## src/rtl/window_scan_ctrl.sv

```systemverilog
// window_scan_ctrl: walks one 256x32 output stripe, issuing one 3x3 window
// read per cycle into the padded stripe buffer, then raises the result write
// strobe and result index a fixed pipeline latency later.
module window_scan_ctrl #(
  parameter int IMG_W       = 256,
  parameter int PAD_W       = 258,
  parameter int STRIPE_ROWS = 32,
  parameter int PIPE_LAT    = 3
) (
  input  logic        clk,
  input  logic        rst_n,
  input  logic        start,
  input  logic        stall,
  output logic        rd,
  output logic [13:0] rd_base,
  output logic        wr,
  output logic [12:0] wr_addr,
  output logic [7:0]  col,
  output logic [4:0]  row,
  output logic        busy,
  output logic        done
);

  typedef enum logic [1:0] {
    IDLE  = 2'd0,
    READ  = 2'd1,
    DRAIN = 2'd2
  } state_t;

  localparam logic [7:0]  COL_LAST = 8'(IMG_W - 1);
  localparam logic [4:0]  ROW_LAST = 5'(STRIPE_ROWS - 1);
  localparam logic [13:0] ROW_STEP = 14'(PAD_W - IMG_W + 1);
  localparam logic [12:0] WR_LAST  = 13'(IMG_W * STRIPE_ROWS - 1);

  state_t              state_r;
  state_t              state_s;
  logic                rd_s;
  logic                done_s;
  logic                last_rd_s;
  logic                launch_s;
  logic [PIPE_LAT:0]   pipe_r;

  // The final window of the stripe sits at the last row and last column.
  assign last_rd_s = (col == COL_LAST) && (row == ROW_LAST);
  assign launch_s  = (state_r == IDLE) && start;
  assign rd        = rd_s;
  assign wr        = pipe_r[PIPE_LAT];

  // Next-state and read-issue decode; the read strobe is the only
  // combinational output, everything else comes from flops.
  always_comb begin
    state_s = state_r;
    rd_s    = 1'b0;
    done_s  = 1'b0;
    case (state_r)
      IDLE: begin
        if (start) begin
          state_s = READ;
        end else begin
          state_s = IDLE;
        end
      end
      READ: begin
        rd_s = !stall;
        if (!stall && last_rd_s) begin
          state_s = DRAIN;
        end else begin
          state_s = READ;
        end
      end
      DRAIN: begin
        // Only the tail flop may still hold a write: it retires this cycle.
        if (pipe_r[PIPE_LAT-1:0] == {PIPE_LAT{1'b0}}) begin
          state_s = IDLE;
          done_s  = 1'b1;
        end else begin
          state_s = DRAIN;
        end
      end
      default: begin
        state_s = IDLE;
      end
    endcase
  end

  // State register with registered busy/done status flags.
  always_ff @(posedge clk or negedge rst_n) begin
    if (!rst_n) begin
      state_r <= IDLE;
      busy    <= 1'b0;
      done    <= 1'b0;
    end else begin
      state_r <= state_s;
      busy    <= (state_s != IDLE);
      done    <= done_s;
    end
  end

  // Column/row walk and incremental window base; the pitch difference is
  // added on row wrap so no multiplier is needed. The final read holds.
  always_ff @(posedge clk or negedge rst_n) begin
    if (!rst_n) begin
      col     <= 8'd0;
      row     <= 5'd0;
      rd_base <= 14'd0;
    end else if (launch_s) begin
      col     <= 8'd0;
      row     <= 5'd0;
      rd_base <= 14'd0;
    end else if (rd_s && !last_rd_s) begin
      if (col == COL_LAST) begin
        col     <= 8'd0;
        row     <= row + 5'd1;
        rd_base <= rd_base + ROW_STEP;
      end else begin
        col     <= col + 8'd1;
        rd_base <= rd_base + 14'd1;
      end
    end else begin
      col     <= col;
      row     <= row;
      rd_base <= rd_base;
    end
  end

  // Valid pipe: registered memory output stage plus the convolution latency.
  always_ff @(posedge clk or negedge rst_n) begin
    if (!rst_n) begin
      pipe_r <= {(PIPE_LAT+1){1'b0}};
    end else begin
      pipe_r <= {pipe_r[PIPE_LAT-1:0], rd_s};
    end
  end

  // Result index advances after each write and parks on the last entry
  // until the next stripe launch clears it.
  always_ff @(posedge clk or negedge rst_n) begin
    if (!rst_n) begin
      wr_addr <= 13'd0;
    end else if (launch_s) begin
      wr_addr <= 13'd0;
    end else if (pipe_r[PIPE_LAT] && (wr_addr != WR_LAST)) begin
      wr_addr <= wr_addr + 13'd1;
    end else begin
      wr_addr <= wr_addr;
    end
  end

endmodule

```

## config.mk

```make
export PLATFORM = sky130hd
export DESIGN_NAME = window_scan_ctrl
export DESIGN_NICKNAME = d
export VERILOG_FILES = /design/src/rtl/window_scan_ctrl.sv
export SDC_FILE = /design/constraint.sdc
export NUM_CORES = 1
export LEC_CHECK = 0
export ABC_AREA = 1
export ABC_CLOCK_PERIOD_IN_PS = 1750
export BUFFER_PORTS_ARGS = -buffer_cell sky130_fd_sc_hd__clkbuf_2
export CAP_MARGIN = 20
export CORE_MARGIN = 4
export CORE_UTILIZATION = 51
export DETAILED_ROUTE_END_ITERATION = 12
export GPL_ROUTABILITY_DRIVEN = 0
export MAX_ROUTING_LAYER = met4
export PLACE_DENSITY = 0.77
export SLEW_MARGIN = 0
export SYNTH_ARGS = -nofsm -noshare
export SYNTH_HDL_FRONTEND = slang
export SYNTH_SLANG_ARGS = --single-unit
```

## constraint.sdc

```tcl
create_clock -name clk -period 1.75 [get_ports clk]
set_input_delay 0.175 -clock clk [delete_from_list [all_inputs] [get_ports clk]]
set_output_delay 0.175 -clock clk [all_outputs]
set_load 0.01 [all_outputs]
```

==> results_dict.tcl, run 1 <==
set metrics [dict create \
    avgViaCountPerCell 5.10 \
    yosysMostFrequentCell "nand2_1" \
    syn_area_per_cell_um2 7.83 \
    path_max_fanout 4 \
    wl_per_cell_um 13.1 \
    antenna_found_initial 0 \
    cp-end-kind "register" \
    p_leak_nw 1.77 \
    slew_headroom 0.625 \
    crit_buf_inv 1 \
    start_util 0.534 \
    synth.cells.most_frequent "nand2_1 (110), dfrtp_1 (48), nor2_1 (37)" \
    crit_type "register to register" \
    synthesis.area_um2 2760 \
    cts_tree "yes" \
    maxSlewViolCount 0 \
    area_growth_syn_to_layout_pct 25.1 \
    dpl_cell_area_um2 3250 \
    synthDistinctLibCells 33 \
    portBuffers 47 \
    cp-start-kind "register" \
    fillers 428 \
    period_minus_slack_ns 1.73 \
    dr_total_vias 2542 \
    nets 437 \
    cap_viol_max_count 0 \
    htree_levels 2 \
    clkSinkCount 48 \
    post-route-period-util 0.987 \
    grt_use_total 0.214 \
    worstRegToRegCells 13 \
    cp_top_family "simple AND/OR/NAND/NOR gates" \
    io_pins 48 \
    cts.clk_slew.worst_paths_ns 0.09 \
    n_antenna_cell 0 \
    numCtsBuffers 5 \
    worstReg2RegStart "col[0]" \
    ys_seq_elements 48 \
    routed_wl_um 6530 \
    yosys_most_used_dff "dfrtp_1" \
    dpl.hpwl_um 4750 \
    firstDrtPassIters 4 \
    drcViolationCount 0 \
    critical_path.most_common_cell "nand2_1" \
    ys_warn_count 0 \
    fin_area_um2 3460 \
    grt_max_degree 29 \
    clk_latency_ns 0.31 \
    required_ns 1.95 \
    drtAntennaViolNets 0 \
    startpoint "col[0]" \
    crit_cells 13 \
    syn_inst 353 \
    ir_worst_vdd_mv 0.696 \
    grt_pass1_vias 2410 \
    r2r-end "rd_base[13]" \
    hold_viol 0 \
    yosys.area.top_type "dfrtp_1" \
    synth_top_area_frac 0.435 \
    fp.coreArea_um2 5170 \
    row_count 26 \
    finalClockSkew_ns 0.00921 \
    cts_buffer_depth 2 \
    dieArea_um2 6660 \
    setup_violations 0 \
    ff2ff_setup_slack_ns 0.02 \
    ys_async_sr_fraction 1.00 \
    status "completed" \
    synth_nets 363 \
    clockRootBuffer "clkbuf_8" \
    die_y_um 81.6 \
    hold_class "input pin to register" \
    fmax_mhz 579 \
    worstPathArrival_ns 1.92 \
    layout-drive-gt1-share 0.299 \
    drt_iter0_markers 102 \
    die_x_um 81.6 \
    crit_chain "ha_4, nand2_4, nor2_8, nand2_4, inv_4, ha_4, nand2_1, nand2_1, nand2_2, nor2_1, nand2_1, nand4_1, nand2_1" \
    crit_end "rd_base[13]" \
    ys_seq_area_frac 0.435 \
    overflow 0 \
    power.density_nw_per_um2 1120 \
    synth_edf_count 0 \
    critical_path.slowest_cell "dfrtp_1" \
    grt_pass1_wl_um 10700 \
    finalPower_mw 3.86 \
    synth.area.top_cells "dfrtp_1 (43%), nand2_1 (15%), nor2_1 (5.0%)" \
    max_stage_delay_ns 0.42 \
    worst-slew-pin-transition_ns 0.563 \
    rsz0062_at_grt "yes" \
]
-- worst min-delay path by stage --
stage | from | to | slack, ns | depth (start not counted)
2_1_floorplan | rst_n | busy | -0.12 | 0
3_3_place_gp | rst_n | wr_addr[11] | 0.18 | 1
3_5_place_dp | rst_n | wr_addr[11] | 0.19 | 1
4_1_cts | stall | pipe_r[0] | 0.09 | 2
5_1_grt | stall | pipe_r[0] | 0.08 | 2
6_report | stall | pipe_r[0] | 0.09 | 2
-- kinds of logic after synthesis --
| family | count (synthesis) | share of synthesized area |
|---|---|---|
| fa+ha+maj | 6 | 0.0299 |
| compound gates | 26 | 0.0552 |
| simple gates | 223 | 0.386 |
| buf+inv | 45 | 0.0783 |
| xor+xnor | 5 | 0.0158 |
| flops | 48 | 0.435 |
-- final cells by class --
cell class	instances	area, µm²	share of cell area
clock buffers	7	86.3	0.0250
clock inverters	1	7.51	0.00217
inverters	38	158	0.0456
multi-input cells	260	1450	0.419
flip-flops and latches	48	1200	0.348
well taps	70	87.6	0.0253
repair buffers	74	465	0.135
-- sequential cells by signal, indices dropped and copies added, names as in the netlist --
name,count
wr_addr,13
col,8
pipe_r,4
state_r,2
rd_base,14
done,1
row,5
busy,1
-- repair_timing --
| item | CTS | global route |
|---|---|---|
| pin swaps | 9 | 5 |
| hold endpoints to repair | 20 | 0 |
| endpoints found under the setup margin | 7 | 20 |
| hold buffers | 1 | 0 |
| resized for setup | 3 | 16 |
| setup buffers | 1 | 4 |
-- per-stage QoR --
step	TNS, ns	worst slack [ns]	util	hold WS (ns)	instances
finish	0	0.0222	0.668	0.0926	498
CTS	-0.00647	-0.00647	0.653	0.0873	494
global route	-0.557	-0.109	0.668	0.0812	498
global placement	0	0.0142	0.628	0.183	484
floorplan	-0.274	-0.0897	-	-0.121	353
detailed placement	-0.105	-0.0393	0.628	0.189	484
-- report_power, final --
group          total (mW)  switching [mW]  internal, mW
clock network       0.707           0.385         0.322
logic                1.54           0.848         0.696
registers            1.60           0.277          1.33
total                3.86            1.51          2.35
-- per-layer routing --
metal	GRT usage	vias to the layer above	part of all wire
met4	0.0664	0	0.012
met2	0.350	55	0.48
li1	-	1278	-
met5	-	-	0
met1	0.271	1201	0.46
met3	0.0406	8	0.042
-- placed cells by master, fill, tap and decap left out, types with 3 or more instances in the layout --
| master | instances |
|---|---|
| nand2_2 | 7 |
| o21ai_0 | 7 |
| nand4_1 | 16 |
| o21ai_2 | 4 |
| xor2_1 | 4 |
| clkbuf_8 | 6 |
| inv_1 | 31 |
| nor2_2 | 3 |
| inv_2 | 5 |
| o21ai_1 | 9 |
| nor2_1 | 34 |
| nand2_4 | 4 |
| dfrtp_1 | 47 |
| nor2_4 | 5 |
| or2_2 | 4 |
| buf_4 | 24 |
| nand3_1 | 25 |
| nor3_1 | 8 |
| clkbuf_2 | 47 |
| nand2_1 | 106 |
| nand3_4 | 3 |
No activity file was read; power rests on OpenSTA's default activity.
==> run 2, diff against run 1 <==
--- a/config.mk
+++ b/config.mk
@@ -9,12 +9,15 @@
 export ABC_CLOCK_PERIOD_IN_PS = 1750
 export BUFFER_PORTS_ARGS = -buffer_cell sky130_fd_sc_hd__clkbuf_2
 export CAP_MARGIN = 20
+export CELL_PAD_IN_SITES_DETAIL_PLACEMENT = 1
+export CELL_PAD_IN_SITES_GLOBAL_PLACEMENT = 1
 export CORE_MARGIN = 4
-export CORE_UTILIZATION = 51
+export CORE_UTILIZATION = 37
 export DETAILED_ROUTE_END_ITERATION = 12
 export GPL_ROUTABILITY_DRIVEN = 0
 export MAX_ROUTING_LAYER = met4
-export PLACE_DENSITY = 0.77
+export PLACE_DENSITY_LB_ADDON = 0.1
+export RECOVER_POWER = 50
 export SLEW_MARGIN = 0
 export SYNTH_ARGS = -nofsm -noshare
 export SYNTH_HDL_FRONTEND = slang
==> run 2 against run 1 <==
Effect of this change: the flow now finishes with violations (setup timing); register-to-register slack lost 0.07 ns; design area increased by 8.0%; count of clock-buffer cells in the layout unchanged; sequential share of layout area shrank 2.6 points; non-clock buffer count is 7 higher; clock power rose by 28%; clock skew increased by 0.0024 ns; global-route usage decreased by 3.4 points; fmax shrank 3.9%; critical path type unchanged; critical endpoint is now rd_base[9].
==> results_dict.tcl, run 2 (synthesized netlist as in run 1, its figures left out) <==
set metrics [dict create \
    status "complete, but fails checks" \
    violations "setup timing" \
    cts_tree "yes" \
    firstDrtPassIters 4 \
    die_y_um 94.4 \
    layout-drive-gt1-share 0.358 \
    portBuffers 47 \
    fin_ws_ns -0.0472 \
    maxSlewViolCount 0 \
    p_switching_mw 1.66 \
    required_ns 1.96 \
    numCtsBuffers 5 \
    pwr-share-seq 0.377 \
    htree_levels 2 \
    nets 447 \
    reg_top3 "rd_base (14), wr_addr (13), col (8)" \
    finalClockSkew_ns 0.0116 \
    area_growth_syn_to_layout_pct 35.1 \
    post-route-period-util 1.03 \
    dieArea_um2 8920 \
    cap_viol_max_count 0 \
    n_antenna_cell 0 \
    fin_area_um2 3730 \
    io_pins 48 \
    cts.clk_slew.worst_paths_ns 0.10 \
    multi_input_area_um2 1600 \
    wl_per_cell_um 15.0 \
    grt_pass1_wl_um 12400 \
    crit_type "register to register" \
    p_comb_frac 0.411 \
    drt_iter0_markers 66 \
    grt_pass1_vias 2576 \
    overflow 0 \
    ir_worst_vdd_mv 0.443 \
    cts_buffer_depth 2 \
    setup_violations 4 \
    antenna_found_initial 0 \
    grt_max_degree 49 \
    die_x_um 94.4 \
    fillers 908 \
    dr_total_vias 2617 \
    seqCellArea_um2 1200 \
    dpl_cell_area_um2 3300 \
    slew_headroom 0.168 \
    clk_latency_ns 0.31 \
    drtAntennaViolNets 0 \
    power.density_nw_per_um2 1140 \
    final_cell_mix "nand2_1 (90), dfrtp_1 (48), clkbuf_2 (44), nor2_1 (32), inv_1 (31)" \
    start_util 0.381 \
    fin_util 0.515 \
    cp-start-kind "register" \
    routed_wl_um 8030 \
    worst-slew-pin-transition_ns 1.25 \
    cp-end-kind "register" \
    path_max_fanout 4 \
    clkSinkCount 48 \
    grt_use_total 0.180 \
    post-place-ws_ns -0.0606 \
    clkPwrFrac 0.212 \
    final_common_cell "nand2_1" \
    largest_reg_flops 14 \
    internal-power_mw 2.60 \
    p_leak_nw 1.87 \
    fmax_mhz 556 \
    row_count 31 \
    period_minus_slack_ns 1.80 \
    dpl.hpwl_um 5350 \
    hold_class "input pin to register" \
    switching_share 0.390 \
    largest-register "rd_base" \
    worstPathArrival_ns 2.01 \
    drcViolationCount 0 \
    rsz0062_at_grt "yes" \
    avgViaCountPerCell 4.87 \
    hold_viol 0 \
    clockRootBuffer "clkbuf_8" \
    fp.coreArea_um2 7250 \
]
## run 2: changes by cell type in the layout (fill, tap and decap cells not counted), sizes merged
cell      change
buf           +6
nand2         +2
bufinv        +1
clkbuf        +1
clkinv        +1
clkinvlp      -1
## run 2: stage by stage
step	setup TNS [ns]	hold WS [ns]	cells	power, mW
floorplan	-0.274	-0.121	353	2.41
global placement	-0.0205	0.193	517	3.01
detailed placement	-0.246	0.193	517	3.05
CTS	-0.0844	0.0686	529	4.07
global route	-2.17	0.0922	537	4.56
finish	-0.0714	0.0893	537	4.26
## run 2: layout make-up
| type | count | area share |
|---|---|---|
| Sequential cell | 48 | 0.322 |
| Clock inverter | 1 | 0.00804 |
| Multi-Input combinational cell | 262 | 0.427 |
| Timing Repair Buffer | 81 | 0.137 |
| Inverter | 38 | 0.0422 |
| Timing Repair inverter | 1 | 0.00436 |
| Clock buffer | 7 | 0.0258 |
| Tap cell | 99 | 0.0332 |
## run 2: worst max-delay path, cell delays in order, from the launching register on
cell and delay, ns:
dfrtp_1 0.42, ha_4 0.18, nand2_4 0.09, nor2_8 0.04, nand2_4 0.08, inv_4 0.04, ha_4 0.28, nand3_4 0.08
nand2_4 0.11, nand3b_1 0.10, nor2_2 0.12, nand2_1 0.06, nand2_1 0.05, nor2_1 0.04
## run 2: power by group through the flow
stage	logic, mW	registers [mW]	clock network, mW
floorplan	0.715	1.69	0
global placement	1.42	1.58	0
detailed placement	1.46	1.60	0
CTS	1.54	1.59	0.933
global route	1.94	1.64	0.974
finish	1.75	1.61	0.903
## run 2: routing by layer
layer | GRT usage | part of all wire | vias up
met3 | 0.0327 | 0.031 | 4
li1 | - | - | 1305
met4 | 0.0433 | 0.0073 | 0
met5 | - | 0 | -
met2 | 0.305 | 0.52 | 36
met1 | 0.223 | 0.45 | 1272
## run 2: path summary, 6_finish.rpt
path	end	startpoint	slack, ns	depth (start not counted)
setup / recovery	rd_base[9]	col[1]	-0.05	13
hold / removal	pipe_r[0]	stall	0.09	2
setup reg to reg	rd_base[9]	col[1]	-0.05	13
hold reg to reg	pipe_r[1]	pipe_r[0]	0.39	0
max in group asynchronous	rd_base[11]	rst_n	0.24	3
min in group asynchronous	wr_addr[9]	rst_n	0.75	3
## run 2: repair_timing
action | in CTS | in global routing
pin swaps | 11 | 19
endpoints found under the setup margin | 16 | 27
resized for setup | 10 | 52
hold buffers | 1 | 0
setup buffers | 3 | 5
endpoints found under the hold margin | 48 | 0
gates cloned | 0 | 3
==> run 3, diff against run 2 <==
--- a/config.mk
+++ b/config.mk
@@ -16,8 +16,9 @@
 export DETAILED_ROUTE_END_ITERATION = 12
 export GPL_ROUTABILITY_DRIVEN = 0
 export MAX_ROUTING_LAYER = met4
-export PLACE_DENSITY_LB_ADDON = 0.1
+export PLACE_DENSITY_LB_ADDON = 0.12
 export RECOVER_POWER = 50
+export SETUP_SLACK_MARGIN = 0.5
 export SLEW_MARGIN = 0
 export SYNTH_ARGS = -nofsm -noshare
 export SYNTH_HDL_FRONTEND = slang
==> run 3 against run 2 <==
Effect of this change: the flow still finishes with violations (setup timing); flip-flop and latch count stayed put; hold slack got worse by 0.0062 ns; design area rose by 6.6%; sequential share of layout area fell by 1.9 points; combinational power increased by 9%; fmax is 0.27% lower; critical path depth down 1; first-iteration DRC count up 3.0%; setup slack worse by 0.0048 ns; utilization increased by 3.4 points; largest cell class unchanged.
==> results_dict.tcl, run 3 (synthesized netlist as in run 1, its figures left out) <==
set metrics [dict create \
    ff2ff_setup_slack_ns -0.05 \
    layout-drive-gt1-share 0.412 \
    worst-slew-pin-transition_ns 0.956 \
    fp.coreArea_um2 7250 \
    worstRegToRegCells 12 \
    grt_max_degree 33 \
    p_comb_frac 0.434 \
    clkSinkCount 48 \
    grt_pass1_vias 2863 \
    io_pins 48 \
    die_y_um 94.4 \
    power.density_nw_per_um2 1100 \
    cap_viol_max_count 0 \
    required_ns 1.95 \
    tns_ns -0.158 \
    hold_end "pipe_r[0]" \
    routed_wl_um 8520 \
    final_common_cell "nand2_1" \
    start_util 0.381 \
    portBuffers 47 \
    firstDrtPassIters 4 \
    numCtsBuffers 5 \
    drt_iter0_markers 68 \
    cts.clk_slew.worst_paths_ns 0.10 \
    hold_class "input pin to register" \
    clockRootBuffer "clkbuf_8" \
    cp-end-kind "register" \
    reg_top3 "rd_base (14), wr_addr (13), col (8)" \
    maxSlewViolCount 0 \
    post-route-period-util 1.03 \
    critical_path.most_common_cell "nand2_4" \
    hp-start "stall" \
    n_antenna_cell 0 \
    grt_use_total 0.199 \
    htree_levels 2 \
    grt_pass1_wl_um 13600 \
    row_count 31 \
    ir_worst_vdd_mv 0.586 \
    violations "setup timing" \
    antenna_found_initial 0 \
    p_leak_nw 1.93 \
    hold_viol 0 \
    dieArea_um2 8920 \
    finalClockSkew_ns 0.00568 \
    worstReg2RegStart "col[0]" \
    cts_tree "yes" \
    pwr-share-seq 0.373 \
    fin_ws_ns -0.0520 \
    cts_buffer_depth 2 \
    largest-register "rd_base" \
    dr_total_vias 2750 \
    cp_top_family "adder cells" \
    setup_violations 4 \
    overflow 0 \
    area_growth_syn_to_layout_pct 44.0 \
    wl_per_cell_um 15.5 \
    clkPwrFrac 0.192 \
    dpl.hpwl_um 5500 \
    fmax_mhz 555 \
    crit_buf_inv 3 \
    slew_headroom 0.362 \
    clk_latency_ns 0.31 \
    holdPathStages 2 \
    avgViaCountPerCell 5.02 \
    worstPathArrival_ns 2.00 \
    holdWs_ns 0.0831 \
    p_switching_mw 1.75 \
    status "complete, but fails checks" \
    drcViolationCount 0 \
    nets 458 \
    largest_reg_flops 14 \
    post-place-ws_ns -0.0902 \
    fin_util 0.549 \
    crit_type "register to register" \
    cp-start-kind "register" \
    critical_path.slowest_cell "dfrtp_1" \
    path_max_fanout 2 \
    period_minus_slack_ns 1.80 \
    die_x_um 94.4 \
    r2r-end "rd_base[6]" \
    internal-power_mw 2.62 \
    crit_chain "ha_2, nand2_4, nor2_8, nand2_4, inv_4, fa_2, buf_4, buf_6, nand3_2, o21ai_1, nand2_1, nor2_1" \
    rsz0062_at_grt "yes" \
    max_stage_delay_ns 0.40 \
    drtAntennaViolNets 0 \
    final_cell_mix "nand2_1 (88), dfrtp_1 (45), clkbuf_2 (33), buf_4 (30), nor2_1 (29)" \
    switching_share 0.401 \
]
==> run 3: stage by stage <==
step	power, mW	instances	instance area [µm²]
4_1_cts	4.23	539	3800
5_1_grt	4.66	548	3980
6_report	4.37	548	3980
3_5_place_dp	3.06	510	3300
2_1_floorplan	2.46	353	2870
3_3_place_gp	3.00	510	3300
==> run 3: repair_timing <==
item                                    CTS  global route
hold endpoints to repair                 16             0
hold buffers                              1             0
setup buffers                            17             9
cloned                                    3             0
gates resized for setup                  53            33
pin swaps                                30            28
endpoints found under the setup margin   44            46
==> run 3: worst max-delay path by stage <==
stage                     startpoint           to  slack (ns)  depth (start not counted)
after detailed placement      col[1]   rd_base[9]       -0.09                         13
after CTS                     col[0]   rd_base[9]       -0.05                         13
after global placement        col[1]   rd_base[9]       -0.02                         13
after global routing          col[0]  rd_base[10]       -0.16                         13
after floorplan               col[0]  rd_base[10]       -0.09                         13
final                         col[0]   rd_base[6]       -0.05                         12
==> run 3: final cells by class <==
class                           instances  area [µm²]
Multi-Input combinational cell        262        1710
Clock buffer                            5        68.8
Inverter                               38         163
Clock inverter                          3        42.5
Tap cell                               99         124
Timing Repair inverter                  1        16.3
Sequential cell                        48        1200
Fill cell                             896        3270
Timing Repair Buffer                   92         651
==> run 3: power groups by stage <==
stage / Combinational [mW] / Sequential, mW / Clock, mW
detailed placement: 1.46 / 1.60 / 0
CTS: 1.75 / 1.62 / 0.859
global route: 2.08 / 1.67 / 0.902
global placement: 1.41 / 1.59 / 0
finish: 1.90 / 1.63 / 0.841
floorplan: 0.760 / 1.70 / 0
==> run 3: routing by layer <==
layer / part of all wire / vias up / GRT usage
met5: 0 / - / -
met4: 0.010 / 0 / 0.0469
met3: 0.026 / 8 / 0.0295
met2: 0.53 / 47 / 0.344
met1: 0.44 / 1368 / 0.244
li1: - / 1327 / -
